## src/rtl/burst_rd_pkg.sv

```systemverilog
// Shared types and helpers for the burst read master: one-hot FSM encoding and
// the window-limited burst length calculation.
package burst_rd_pkg;

   typedef enum logic [3:0] {
      ST_IDLE  = 4'b0001,
      ST_WAIT  = 4'b0010,
      ST_ISSUE = 4'b0100,
      ST_DRAIN = 4'b1000
   } state_e;

   // Largest burst that neither exceeds the words left nor crosses a
   // max_burst-word aligned window; max_burst must be a power of two.
   function automatic logic [31:0] min_burst(input logic [31:0] remaining,
                                             input logic [31:0] addr_word,
                                             input logic [31:0] max_burst);
      logic [31:0] room;
      room = max_burst - (addr_word & (max_burst - 32'd1));
      return (remaining < room) ? remaining : room;
   endfunction

endpackage

```

## src/rtl/burst_read_master_if.sv

```systemverilog
// Avalon-MM burst read bus between the read master and the memory slave.
interface burst_read_master_if #(
   parameter int ADDRESS_WIDTH = 32,
   parameter int DATA_WIDTH    = 32,
   parameter int BURST_WIDTH   = 4
);
   logic [ADDRESS_WIDTH-1:0] master_address;
   logic                     master_read;
   logic [BURST_WIDTH-1:0]   master_burstcount;
   logic [DATA_WIDTH/8-1:0]  master_byteenable;
   logic                     master_waitrequest;
   logic                     master_readdatavalid;
   logic [DATA_WIDTH-1:0]    master_readdata;

   modport master (
      output master_address, master_read, master_burstcount, master_byteenable,
      input  master_waitrequest, master_readdatavalid, master_readdata
   );

   modport slave (
      input  master_address, master_read, master_burstcount, master_byteenable,
      output master_waitrequest, master_readdatavalid, master_readdata
   );
endinterface

```

## src/rtl/burst_rd_fifo.sv

```systemverilog
// Show-ahead synchronous FIFO buffering returned read data; the head word is
// visible on rdata whenever the FIFO is not empty.
module burst_rd_fifo #(
   parameter int DATA_WIDTH = 32,
   parameter int FIFO_AW    = 5
) (
   input  logic                  clk,
   input  logic                  rst_n,
   input  logic                  push,
   input  logic                  pop,
   input  logic [DATA_WIDTH-1:0] wdata,
   output logic [DATA_WIDTH-1:0] rdata,
   output logic [FIFO_AW:0]      count,
   output logic                  full,
   output logic                  empty
);
   localparam int DEPTH = 1 << FIFO_AW;

   logic [DATA_WIDTH-1:0] mem_q [DEPTH];
   logic [FIFO_AW-1:0]    wr_ptr_q, wr_ptr_d;
   logic [FIFO_AW-1:0]    rd_ptr_q, rd_ptr_d;
   logic [FIFO_AW:0]      count_q, count_d;
   logic                  do_push, do_pop;

   assign empty   = (count_q == '0);
   assign full    = (count_q == (FIFO_AW+1)'(DEPTH));
   assign count   = count_q;
   assign do_pop  = pop && !empty;
   // A pop in the same cycle frees the slot, so push-at-full with pop is legal.
   assign do_push = push && (!full || do_pop);
   assign rdata   = empty ? '0 : mem_q[rd_ptr_q];

   always_comb begin
      wr_ptr_d = wr_ptr_q;
      rd_ptr_d = rd_ptr_q;
      count_d  = count_q;
      if (do_push) wr_ptr_d = wr_ptr_q + FIFO_AW'(1);
      if (do_pop)  rd_ptr_d = rd_ptr_q + FIFO_AW'(1);
      case ({do_push, do_pop})
         2'b10:   count_d = count_q + (FIFO_AW+1)'(1);
         2'b01:   count_d = count_q - (FIFO_AW+1)'(1);
         default: count_d = count_q;
      endcase
   end

   always_ff @(posedge clk or negedge rst_n) begin
      if (!rst_n) begin
         wr_ptr_q <= '0;
         rd_ptr_q <= '0;
         count_q  <= '0;
      end else begin
         wr_ptr_q <= wr_ptr_d;
         rd_ptr_q <= rd_ptr_d;
         count_q  <= count_d;
      end
   end

   always_ff @(posedge clk) begin
      if (do_push) mem_q[wr_ptr_q] <= wdata;
   end

endmodule

```

## src/rtl/burst_read_master.sv

```systemverilog
// Avalon-MM burst read master: splits a block read into window-aligned bursts,
// issues each only when the FIFO can absorb it, and streams the data out.
module burst_read_master
   import burst_rd_pkg::*;
#(
   parameter int ADDRESS_WIDTH = 32,
   parameter int DATA_WIDTH    = 32,
   parameter int LENGTH_WIDTH  = 16,
   parameter int MAX_BURST     = 8,
   parameter int BURST_WIDTH   = 4,
   parameter int FIFO_DEPTH    = 32
) (
   input  logic                     clk,
   input  logic                     reset_n,
   burst_read_master_if.master      avm,
   input  logic                     ctrl_start,
   input  logic [ADDRESS_WIDTH-1:0] ctrl_baseaddress,
   input  logic [LENGTH_WIDTH-1:0]  ctrl_length,
   output logic                     ctrl_busy,
   output logic                     ctrl_done,
   output logic [DATA_WIDTH-1:0]    st_data,
   output logic                     st_valid,
   input  logic                     st_ready
);
   localparam int BYTE_ENABLE_WIDTH = DATA_WIDTH / 8;
   localparam int BE_SHIFT          = $clog2(BYTE_ENABLE_WIDTH);
   localparam int FIFO_AW           = $clog2(FIFO_DEPTH);
   localparam int OW                = LENGTH_WIDTH + 1;

   state_e                   state_q, state_d;
   logic [ADDRESS_WIDTH-1:0] addr_q, addr_d;
   logic [LENGTH_WIDTH-1:0]  remaining_q, remaining_d;
   logic [OW-1:0]            outstanding_q, outstanding_d;
   logic [BURST_WIDTH-1:0]   burst_q, burst_d;
   logic                     read_q, read_d;
   logic                     busy_q, busy_d;
   logic                     done_q, done_d;

   logic [FIFO_AW:0]         fifo_count;
   logic                     fifo_full, fifo_empty;
   logic                     rdv_accept, req_accept, credit_ok;
   logic [31:0]              next_burst, credit_free;

   // Returns with nothing outstanding are leftovers from before a reset.
   assign rdv_accept  = avm.master_readdatavalid && (outstanding_q != '0);
   assign req_accept  = read_q && !avm.master_waitrequest;
   assign next_burst  = min_burst(32'(remaining_q), 32'(addr_q >> BE_SHIFT), 32'(MAX_BURST));
   assign credit_free = 32'(FIFO_DEPTH) - (32'(fifo_count) + 32'(outstanding_q));
   assign credit_ok   = !fifo_full && (credit_free >= next_burst);

   assign avm.master_address    = addr_q;
   assign avm.master_read       = read_q;
   assign avm.master_burstcount = burst_q;
   assign avm.master_byteenable = '1;
   assign ctrl_busy             = busy_q;
   assign ctrl_done             = done_q;
   assign st_valid              = !fifo_empty;

   always_comb begin
      outstanding_d = outstanding_q;
      if (req_accept) outstanding_d = outstanding_d + OW'(burst_q);
      if (rdv_accept) outstanding_d = outstanding_d - OW'(1);
   end

   always_comb begin
      state_d     = state_q;
      addr_d      = addr_q;
      remaining_d = remaining_q;
      burst_d     = burst_q;
      read_d      = read_q;
      busy_d      = busy_q;
      done_d      = 1'b0;
      case (state_q)
         ST_IDLE: begin
            if (ctrl_start) begin
               addr_d      = ctrl_baseaddress;
               remaining_d = ctrl_length;
               busy_d      = 1'b1;
               state_d     = (ctrl_length == '0) ? ST_DRAIN : ST_WAIT;
            end
         end
         ST_WAIT: begin
            if (remaining_q == '0) begin
               state_d = ST_DRAIN;
            end else if (credit_ok) begin
               read_d  = 1'b1;
               burst_d = BURST_WIDTH'(next_burst);
               state_d = ST_ISSUE;
            end
         end
         ST_ISSUE: begin
            if (req_accept) begin
               read_d      = 1'b0;
               addr_d      = addr_q + (ADDRESS_WIDTH'(burst_q) << BE_SHIFT);
               remaining_d = remaining_q - LENGTH_WIDTH'(burst_q);
               state_d     = ST_WAIT;
            end
         end
         ST_DRAIN: begin
            if (outstanding_q == '0) begin
               done_d  = 1'b1;
               busy_d  = 1'b0;
               state_d = ST_IDLE;
            end
         end
         default: state_d = ST_IDLE;
      endcase
   end

   always_ff @(posedge clk or negedge reset_n) begin
      if (!reset_n) begin
         state_q       <= ST_IDLE;
         addr_q        <= '0;
         remaining_q   <= '0;
         outstanding_q <= '0;
         burst_q       <= '0;
         read_q        <= 1'b0;
         busy_q        <= 1'b0;
         done_q        <= 1'b0;
      end else begin
         state_q       <= state_d;
         addr_q        <= addr_d;
         remaining_q   <= remaining_d;
         outstanding_q <= outstanding_d;
         burst_q       <= burst_d;
         read_q        <= read_d;
         busy_q        <= busy_d;
         done_q        <= done_d;
      end
   end

   burst_rd_fifo #(
      .DATA_WIDTH (DATA_WIDTH),
      .FIFO_AW    (FIFO_AW)
   ) u_fifo (
      .clk   (clk),
      .rst_n (reset_n),
      .push  (rdv_accept),
      .pop   (st_valid && st_ready),
      .wdata (avm.master_readdata),
      .rdata (st_data),
      .count (fifo_count),
      .full  (fifo_full),
      .empty (fifo_empty)
   );

endmodule

```

## src/flat_wrapper.sv

```systemverilog
// flat-port wrapper written by rule: the top's interface ports become plain ports
module burst_read_master_flat import burst_rd_pkg::*;
#(
   parameter int ADDRESS_WIDTH = 32,
   parameter int DATA_WIDTH    = 32,
   parameter int LENGTH_WIDTH  = 16,
   parameter int MAX_BURST     = 8,
   parameter int BURST_WIDTH   = 4,
   parameter int FIFO_DEPTH    = 32
)
  (clk, reset_n, ctrl_start, ctrl_baseaddress, ctrl_length, ctrl_busy, ctrl_done, st_data, st_valid, st_ready, avm_master_address, avm_master_read, avm_master_burstcount, avm_master_byteenable, avm_master_waitrequest, avm_master_readdatavalid, avm_master_readdata);
  burst_read_master_if #(.ADDRESS_WIDTH(ADDRESS_WIDTH), .DATA_WIDTH(DATA_WIDTH), .BURST_WIDTH(BURST_WIDTH)) avm_i ();
  input  logic clk;
  input  logic reset_n;
  input  logic ctrl_start;
  input  logic [ADDRESS_WIDTH-1:0] ctrl_baseaddress;
  input  logic [LENGTH_WIDTH-1:0] ctrl_length;
  output logic ctrl_busy;
  output logic ctrl_done;
  output logic [DATA_WIDTH-1:0] st_data;
  output logic st_valid;
  input  logic st_ready;
  output wire logic [$bits(avm_i.master_address)-1:0] avm_master_address;
  output wire logic [$bits(avm_i.master_read)-1:0] avm_master_read;
  output wire logic [$bits(avm_i.master_burstcount)-1:0] avm_master_burstcount;
  output wire logic [$bits(avm_i.master_byteenable)-1:0] avm_master_byteenable;
  input wire logic [$bits(avm_i.master_waitrequest)-1:0] avm_master_waitrequest;
  input wire logic [$bits(avm_i.master_readdatavalid)-1:0] avm_master_readdatavalid;
  input wire logic [$bits(avm_i.master_readdata)-1:0] avm_master_readdata;
  assign avm_master_address = avm_i.master_address;
  assign avm_master_read = avm_i.master_read;
  assign avm_master_burstcount = avm_i.master_burstcount;
  assign avm_master_byteenable = avm_i.master_byteenable;
  assign avm_i.master_waitrequest = avm_master_waitrequest;
  assign avm_i.master_readdatavalid = avm_master_readdatavalid;
  assign avm_i.master_readdata = avm_master_readdata;
  burst_read_master #(.ADDRESS_WIDTH(ADDRESS_WIDTH), .DATA_WIDTH(DATA_WIDTH), .LENGTH_WIDTH(LENGTH_WIDTH), .MAX_BURST(MAX_BURST), .BURST_WIDTH(BURST_WIDTH), .FIFO_DEPTH(FIFO_DEPTH)) u_core (.clk(clk), .reset_n(reset_n), .avm(avm_i), .ctrl_start(ctrl_start), .ctrl_baseaddress(ctrl_baseaddress), .ctrl_length(ctrl_length), .ctrl_busy(ctrl_busy), .ctrl_done(ctrl_done), .st_data(st_data), .st_valid(st_valid), .st_ready(st_ready));
endmodule
```

## config.mk

```make
export PLATFORM = sky130hd
export DESIGN_NAME = burst_read_master_flat
export DESIGN_NICKNAME = d
export VERILOG_FILES = /design/src/rtl/burst_rd_pkg.sv /design/src/rtl/burst_read_master_if.sv /design/src/rtl/burst_rd_fifo.sv /design/src/rtl/burst_read_master.sv /design/src/flat_wrapper.sv
export SDC_FILE = /design/constraint.sdc
export NUM_CORES = 1
export LEC_CHECK = 0
export CORE_AREA = 4 4 295 297
export CTS_BUF_LIST = sky130_fd_sc_hd__clkbuf_16
export CTS_CLUSTER_SIZE = 30
export DETAILED_ROUTE_END_ITERATION = 8
export DIE_AREA = 0 0 299 301
export PLACE_DENSITY_LB_ADDON = 0.25
export SLEW_MARGIN = 0
export SYNTH_ARGS = -nofsm -noshare
export SYNTH_HDL_FRONTEND = slang
export SYNTH_SLANG_ARGS = --single-unit
```

## constraint.sdc

```tcl
create_clock -name clk -period 9.4 [get_ports clk]
set_clock_uncertainty 0.15 [all_clocks]
set_input_delay 0.94 -clock clk [delete_from_list [all_inputs] [get_ports clk]]
set_output_delay 0.94 -clock clk [all_outputs]
set_load 0.01 [all_outputs]
```

==> flow_summary.ini, run 1 <==
[placement]
place_inst = 3611
dp_hpwl_mm = 58.4
post_dp_cell_area_mm2 = 0.0492
port_buffers = 157
gp_congestion = 0.873

[worst_setup_path]
cp_max_fo = 123
cp-start-kind = flip-flop
path_class = reg -> out
crit_path_cell_trace = buf_12 -> mux4_2 -> mux4_2 -> mux2i_1 -> nor2_1 -> clkdlybuf4s50_1
slowest_stage = dfrtp_4
cp_data_required_time_ns = 8.31
arrival_ns = 4.73
slowest_delay_ns = 1.06
crit_path_end_kind = output pin
reg2reg_slack_ns = 4.08
crit_top_cell = mux4_2

[sta]
fmax_ghz = 0.172
tightest_slew_ns = 1.19
slew_headroom_pct = 20.7
finalMaxSlewViolations = 0
fin_tns_setup_ns = 0
setup_viol = 0
rsz0062_at_grt = false
fin_crit_sh_pct = 61.9
hold_viol = 0
min_period_ns = 5.82

[floorplan]
pin_count = 162
die_area_mm2 = 0.0900
fp.dieW_um = 299
coreArea_mm2 = 0.0846
rows = 107
die_h_um = 301
start_util_pct = 54.4

[grt]
overflow = 0
antenna_found_initial = 5
grt_max_degree = 166
grt_pass1_wl_mm = 164
gr-usage-all-layers_pct = 24.6
grt_pass1_vias = 24536

[logic_synthesis]
synthArstFlopShare_pct = 8.24
ys_types = 83
syn_avg_cell_area_um2 = 19.4
synth_area_leader_cell = edfxtp_1
synth_top_flop_cell = edfxtp_1
synthTopCellsByArea = edfxtp_1 (67%), mux4_2 (16%), dfrtp_1 (5.0%)
synth_most_common_cell = edfxtp_1
yosysTopAreaCellShare_pct = 66.9
synth_area_mm2 = 0.0460
yosysSeqAreaShare_pct = 71.9
synth-edff-count = 1024
yosysWarnings = 0
postSynthCellCount = 2368
synth-seq-cells = 1116
netlist_top_cells_count = edfxtp_1 (1024), mux4_2 (320), nor2_1 (135), nand2_1 (93), dfrtp_1 (91)

[run_status]
status = complete, no violations

[power]
p_sw_mw = 5.18
cellLeakagePower_nw = 17.0
total_power_mw = 16.1
power.clock.fraction_pct = 25.7
p_int_mw = 11.0
power_density_mw_per_mm2 = 306
power_frac_comb_pct = 34.6
ir_worst_vdd_uv = 248
swShare_pct = 32.1
power_frac_seq_pct = 39.7

[clock_network]
clk_latency_ns = 0.67
post-cts-setup-buffers = 0
clkTransAtPathRegs_ns = 0.06
cts_made_buffers = 108
cts.repair.resized = 0
cts_tree = yes
hold_buffers = 0
cts_sinks = 1116
cts.htree.levels = 3
ctsLongestPathBuffers = 3
cts_root_buffer = clkbuf_16

[route]
routed_via_density = 6.37
first_pass_iters = 5
wl_per_cell_um = 28.8
first_iter_violations = 2861
drc_errors = 0
vias = 24285
antenna_left = 0
routed_wl_mm = 110

[flow_run]
maxCapViolations = 0

[layout]
instances_no_fill = 3811
layout.nets = 2717
area_growth_pct = 14.5
drive_above_1_share_pct = 21.8
final_cell_area_mm2 = 0.0527

[min_path]
min_path_type = in -> async
## state kept, by name, summed over array words and instances, names as in the netlist
register and cells:
u_core.u_fifo.count 6, u_core.outstanding_q 17, u_core.u_fifo.rd_ptr_q 5, u_core.u_fifo.mem_q 1024, u_core.avm.master_burstcount 4, u_core.ctrl_done 1
u_core.avm.master_read 1, u_core.u_fifo.wr_ptr_q 5, u_core.avm.master_address 32, u_core.ctrl_busy 1, u_core.remaining_q 16, u_core.state_q 4
## stage by stage
stage | util, % | hold WS (ns) | setup WS, ns
after floorplan | - | 0.313 | 4.66
after global placement | 58.2 | 0.308 | 4.07
after detailed placement | 58.2 | 0.322 | 4.05
after CTS | 62.2 | 0.101 | 3.47
after global routing | 62.2 | 0.141 | 3.23
final | 62.2 | 0.116 | 3.58
## final timing paths
check	startpoint	endpoint	cells after the start
worst max-delay path	u_core.u_fifo.rd_ptr_q[0]	st_data[7]	6
worst min-delay path	reset_n	u_core.ctrl_busy	1
worst max register to register	u_core.u_fifo.count[0]	u_core.avm.master_burstcount[0]	18
worst min register to register	u_core.avm.master_address[0]	u_core.avm.master_address[0]	2
max in group asynchronous	reset_n	u_core.u_fifo.rd_ptr_q[1]	2
min in group clk	u_core.avm.master_address[0]	u_core.avm.master_address[0]	2
## layout by cell type, fill, tap and decap left out, types with 6 or more instances in the layout
| cell | n |
|---|---|
| a211oi_1 | 6 |
| a21o_1 | 11 |
| a21oi_1 | 53 |
| a221o_1 | 9 |
| a31oi_1 | 8 |
| and3_1 | 11 |
| buf_4 | 44 |
| bufinv_16 | 8 |
| clkbuf_16 | 108 |
| clkdlybuf4s50_1 | 156 |
| clkinv_1 | 22 |
| clkinv_2 | 17 |
| conb_1 | 16 |
| dfrtp_1 | 86 |
| edfxtp_1 | 1024 |
| ha_1 | 49 |
| inv_1 | 58 |
| mux2i_1 | 44 |
| mux4_2 | 320 |
| nand2_1 | 93 |
| nand2b_1 | 11 |
| nand3_1 | 26 |
| nand4_1 | 16 |
| nor2_1 | 101 |
| nor2_4 | 33 |
| nor2b_1 | 6 |
| nor3_1 | 24 |
| nor4_1 | 17 |
| o21ai_0 | 68 |
| o22ai_1 | 9 |
| o311ai_0 | 8 |
| or2_2 | 6 |
| or3_1 | 7 |
| xnor2_1 | 47 |
| xor2_1 | 22 |
## metal layers
layer / share of wire [%] / GRT usage, % / wire [um]
met1: 39 / 35.0 / 43000
met2: 50 / 40.5 / 54600
met3: 8.8 / 3.97 / 9630
met4: 2.2 / 6.55 / 2470
met5: 0.012 / 0 / 13
## worst max-delay path, delay by kind of cell (launching register included)
kind / cells / cell delay (ns)
and+or+nand+nor: 1 / 0.08
muxes: 3 / 1.45
buffers and inverters: 2 / 1.28
DFF: 1 / 1.06
## layout make-up
cell class                 count  area, um2
timing repair buffer         203       1950
clock buffer                 108       2700
tap                         1144       1430
sequential                  1116      33100
inverter                      31        116
multi-input combinational   1117      12700
clock inverter                89        724
fill                        5822      31900
antenna                        3       7.51
## power groups by stage
stage / Sequential (mW) / Combinational [mW] / Clock, mW
2_1_floorplan: 6.22 / 3.93 / 0
5_1_grt: 6.47 / 6.04 / 4.45
3_3_place_gp: 6.47 / 5.50 / 0
6_report: 6.40 / 5.59 / 4.15
3_5_place_dp: 6.50 / 5.61 / 0
4_1_cts: 6.40 / 5.64 / 4.22
## kinds of logic (layout without fill, tap and decap cells)
group	after synthesis	after routing	synth area share, %
other	1	19	0.00815
AO/OA/AOI/OAI	229	229	3.33
multiplexers	366	366	16.7
flip-flops	1116	1116	71.9
adder cells (fa/ha/maj)	54	54	1.55
AND/OR/NAND/NOR	383	383	3.95
XOR/XNOR	69	69	1.31
buffers and inverters	150	431	1.29
Note: power is estimated with default switching activity, not from simulation.
==> run 2, diff against run 1 <==
==> constraint.sdc (replaced) <==
create_clock -name clk -period 5.71 [get_ports clk]
set_clock_uncertainty 0.15 [all_clocks]
set_input_delay 0.571 -clock clk [delete_from_list [all_inputs] [get_ports clk]]
set_output_delay 0.571 -clock clk [all_outputs]
set_load 0.01 [all_outputs]
==> run 2 against run 1 <==
Effect of this change:
- worst hold slack gained 0.16 ns
- non-clock buffer count up 26
- core utilization rose by 0.67 points
- sequential cell count is the same
- worst setup slack worse by 3.2 ns
- global-route usage about the same
- register-to-register slack worse by 3.7 ns
- cell area is 1.1% higher
- first-iteration DRC count fell by 11%
- via count grew 0.75%
- wire length is 0.11% higher
- combinational power increased by 69%
- largest power group unchanged
==> flow_summary.ini, run 2 (synthesis results as in run 1) <==
[worst_setup_path]
critical_path_buf_inv_count = 1
cp_max_fo = 5
slowest_stage = o311ai_1
arrival_ns = 5.76
crit_family = compound AO/OA/AOI/OAI gates
path_class = reg -> reg
cp_data_required_time_ns = 6.14
crit_path_cell_trace = ha_1 -> fa_1 -> a211oi_2 -> nor2_1 -> xor2_1 -> o311ai_1 -> nand3_2 -> o21ai_0 -> xnor2_1 -> ha_1 -> a21oi_1 -> nor2b_1 -> a2111oi_0 -> a211oi_1 -> nor4_1 -> o21ai_0 -> o31ai_4 -> buf_4 -> mux2i_1
crit_path_end_kind = flip-flop
cp-start-kind = flip-flop
slowest_delay_ns = 0.46

[layout]
layout_common_cells = edfxtp_1 (1024), mux4_2 (320), clkdlybuf4s50_1 (156), clkbuf_16 (111), nor2_1 (101)
layout_commonest_cell = edfxtp_1
largest_reg_flops = 1024
fin_util_pct = 62.9
drive_above_1_share_pct = 22.9
max_flop_register = u_core.u_fifo.mem_q
num-fill-cells = 5789
instances_no_fill = 3842
area_growth_pct = 15.7
layout.nets = 2746

[power]
cellLeakagePower_nw = 17.2
ir_worst_vdd_uv = 369
power_density_mw_per_mm2 = 505

[floorplan]
die_area_mm2 = 0.0900
die_h_um = 301
pin_count = 162
rows = 107
coreArea_mm2 = 0.0846
start_util_pct = 54.4
fp.dieW_um = 299

[route]
routed_via_density = 6.37
first_pass_iters = 5
wl_per_cell_um = 28.6
drc_errors = 0
vias = 24467
antenna_left = 0
first_iter_violations = 2554
routed_wl_mm = 110

[clock_network]
cts_root_buffer = clkbuf_16
clkTransAtPathRegs_ns = 0.06
cts_tree = yes
cts.htree.levels = 3
ctsLongestPathBuffers = 3
cts_sinks = 1116
clk_latency_ns = 0.68
cts_made_buffers = 111

[sta]
tightest_slew_ns = 1.12
fin_crit_sh_pct = 93.3
slew_headroom_pct = 24.8
fmax_ghz = 0.188
setup_viol = 0
hold_viol = 0
finalMaxSlewViolations = 0
min_period_ns = 5.33

[placement]
place_inst = 3634
dp_hpwl_mm = 61.9
gp_congestion = 0.875
port_buffers = 157

[grt]
overflow = 0
grt.met2_usage_pct = 41.8
grt_pass1_vias = 25177
grt_pass1_wl_mm = 165
globalRouteMet3Util_pct = 3.74
grt_max_degree = 72
use_met1_pct = 33.9
antenna_found_initial = 2
top_usage_layer = met2
gr-usage-all-layers_pct = 24.6

[run_status]
status = complete, no violations

[flow_run]
maxCapViolations = 0

[min_path]
min_path_type = in -> reg
run 2: cell types whose count changed in the layout (fill, tap and decap cells not counted), sizes merged, moves of 2 or more:
cell	delta
clkbuf	+3
diode	-2
inv	-13
buf	+25
clkinv	+17
run 2: final timing paths:
path / startpoint / endpoint / slack (ns) / depth (start not counted)
worst max-delay path: u_core.u_fifo.count[0] / u_core.avm.master_burstcount[1] / 0.38 / 19
worst min-delay path: ctrl_baseaddress[1] / u_core.avm.master_address[1] / 0.28 / 3
min in group asynchronous: reset_n / u_core.avm.master_burstcount[2] / 0.29 / 2
worst max register to register: u_core.u_fifo.count[0] / u_core.avm.master_burstcount[1] / 0.38 / 19
worst min register to register: u_core.avm.master_address[1] / u_core.avm.master_address[1] / 0.33 / 2
max in group asynchronous: reset_n / u_core.avm.master_address[24] / 3.97 / 3
run 2: timing repair:
item / CTS / global route
setup endpoints to repair: 0 / 1
resized for setup: 0 / 1
endpoints found under the hold margin: 38 / 0
setup buffers: 0 / 2
hold buffers: 1 / 0
run 2: per-layer routing:
| layer | part of all wire (%) | wire, um |
|---|---|---|
| met1 | 39 | 42500 |
| met2 | 51 | 56000 |
| met3 | 7.8 | 8630 |
| met4 | 2.5 | 2750 |
| met5 | 0.012 | 13 |
run 2: power breakdown:
part           internal, mW  switching (mW)  total [mW]  leakage, nW
combinational          4.68            4.75        9.43         5.16
clock                  3.85            3.05        6.90         1.75
sequential             9.69           0.839        10.5         10.3
total                  18.2            8.64        26.9         17.2
run 2: tightest hold or removal path: stages:
cell and delay [ns]:
clkdlybuf4s50_1 0.40, nand2_1 0.05, nand2_1 0.04
run 2: layout make-up:
class	instances	area [um2]	area share (%)
flip-flops and latches	1116	33100	62.1
multi-input cells	1117	12700	23.8
clock buffers	111	2780	5.22
repair buffers	229	2500	4.70
well taps	1144	1430	2.69
clock inverters	93	669	1.26
inverters	31	116	0.219
diodes	1	2.50	0.00470
run 2: through the flow:
stage          cell area [um2]  TNS (ns)  hold slack [ns]  total power, mW  setup WS [ns]
3_5_place_dp             49800         0            0.320             20.1          0.306
4_1_cts                  53200         0            0.243             27.0          0.278
2_1_floorplan            46000         0            0.125             16.7          0.968
6_report                 53200         0            0.281             26.9          0.380
5_1_grt                  53200  -0.00487            0.290             28.2       -0.00487
3_3_place_gp             49800         0            0.308             19.9          0.500
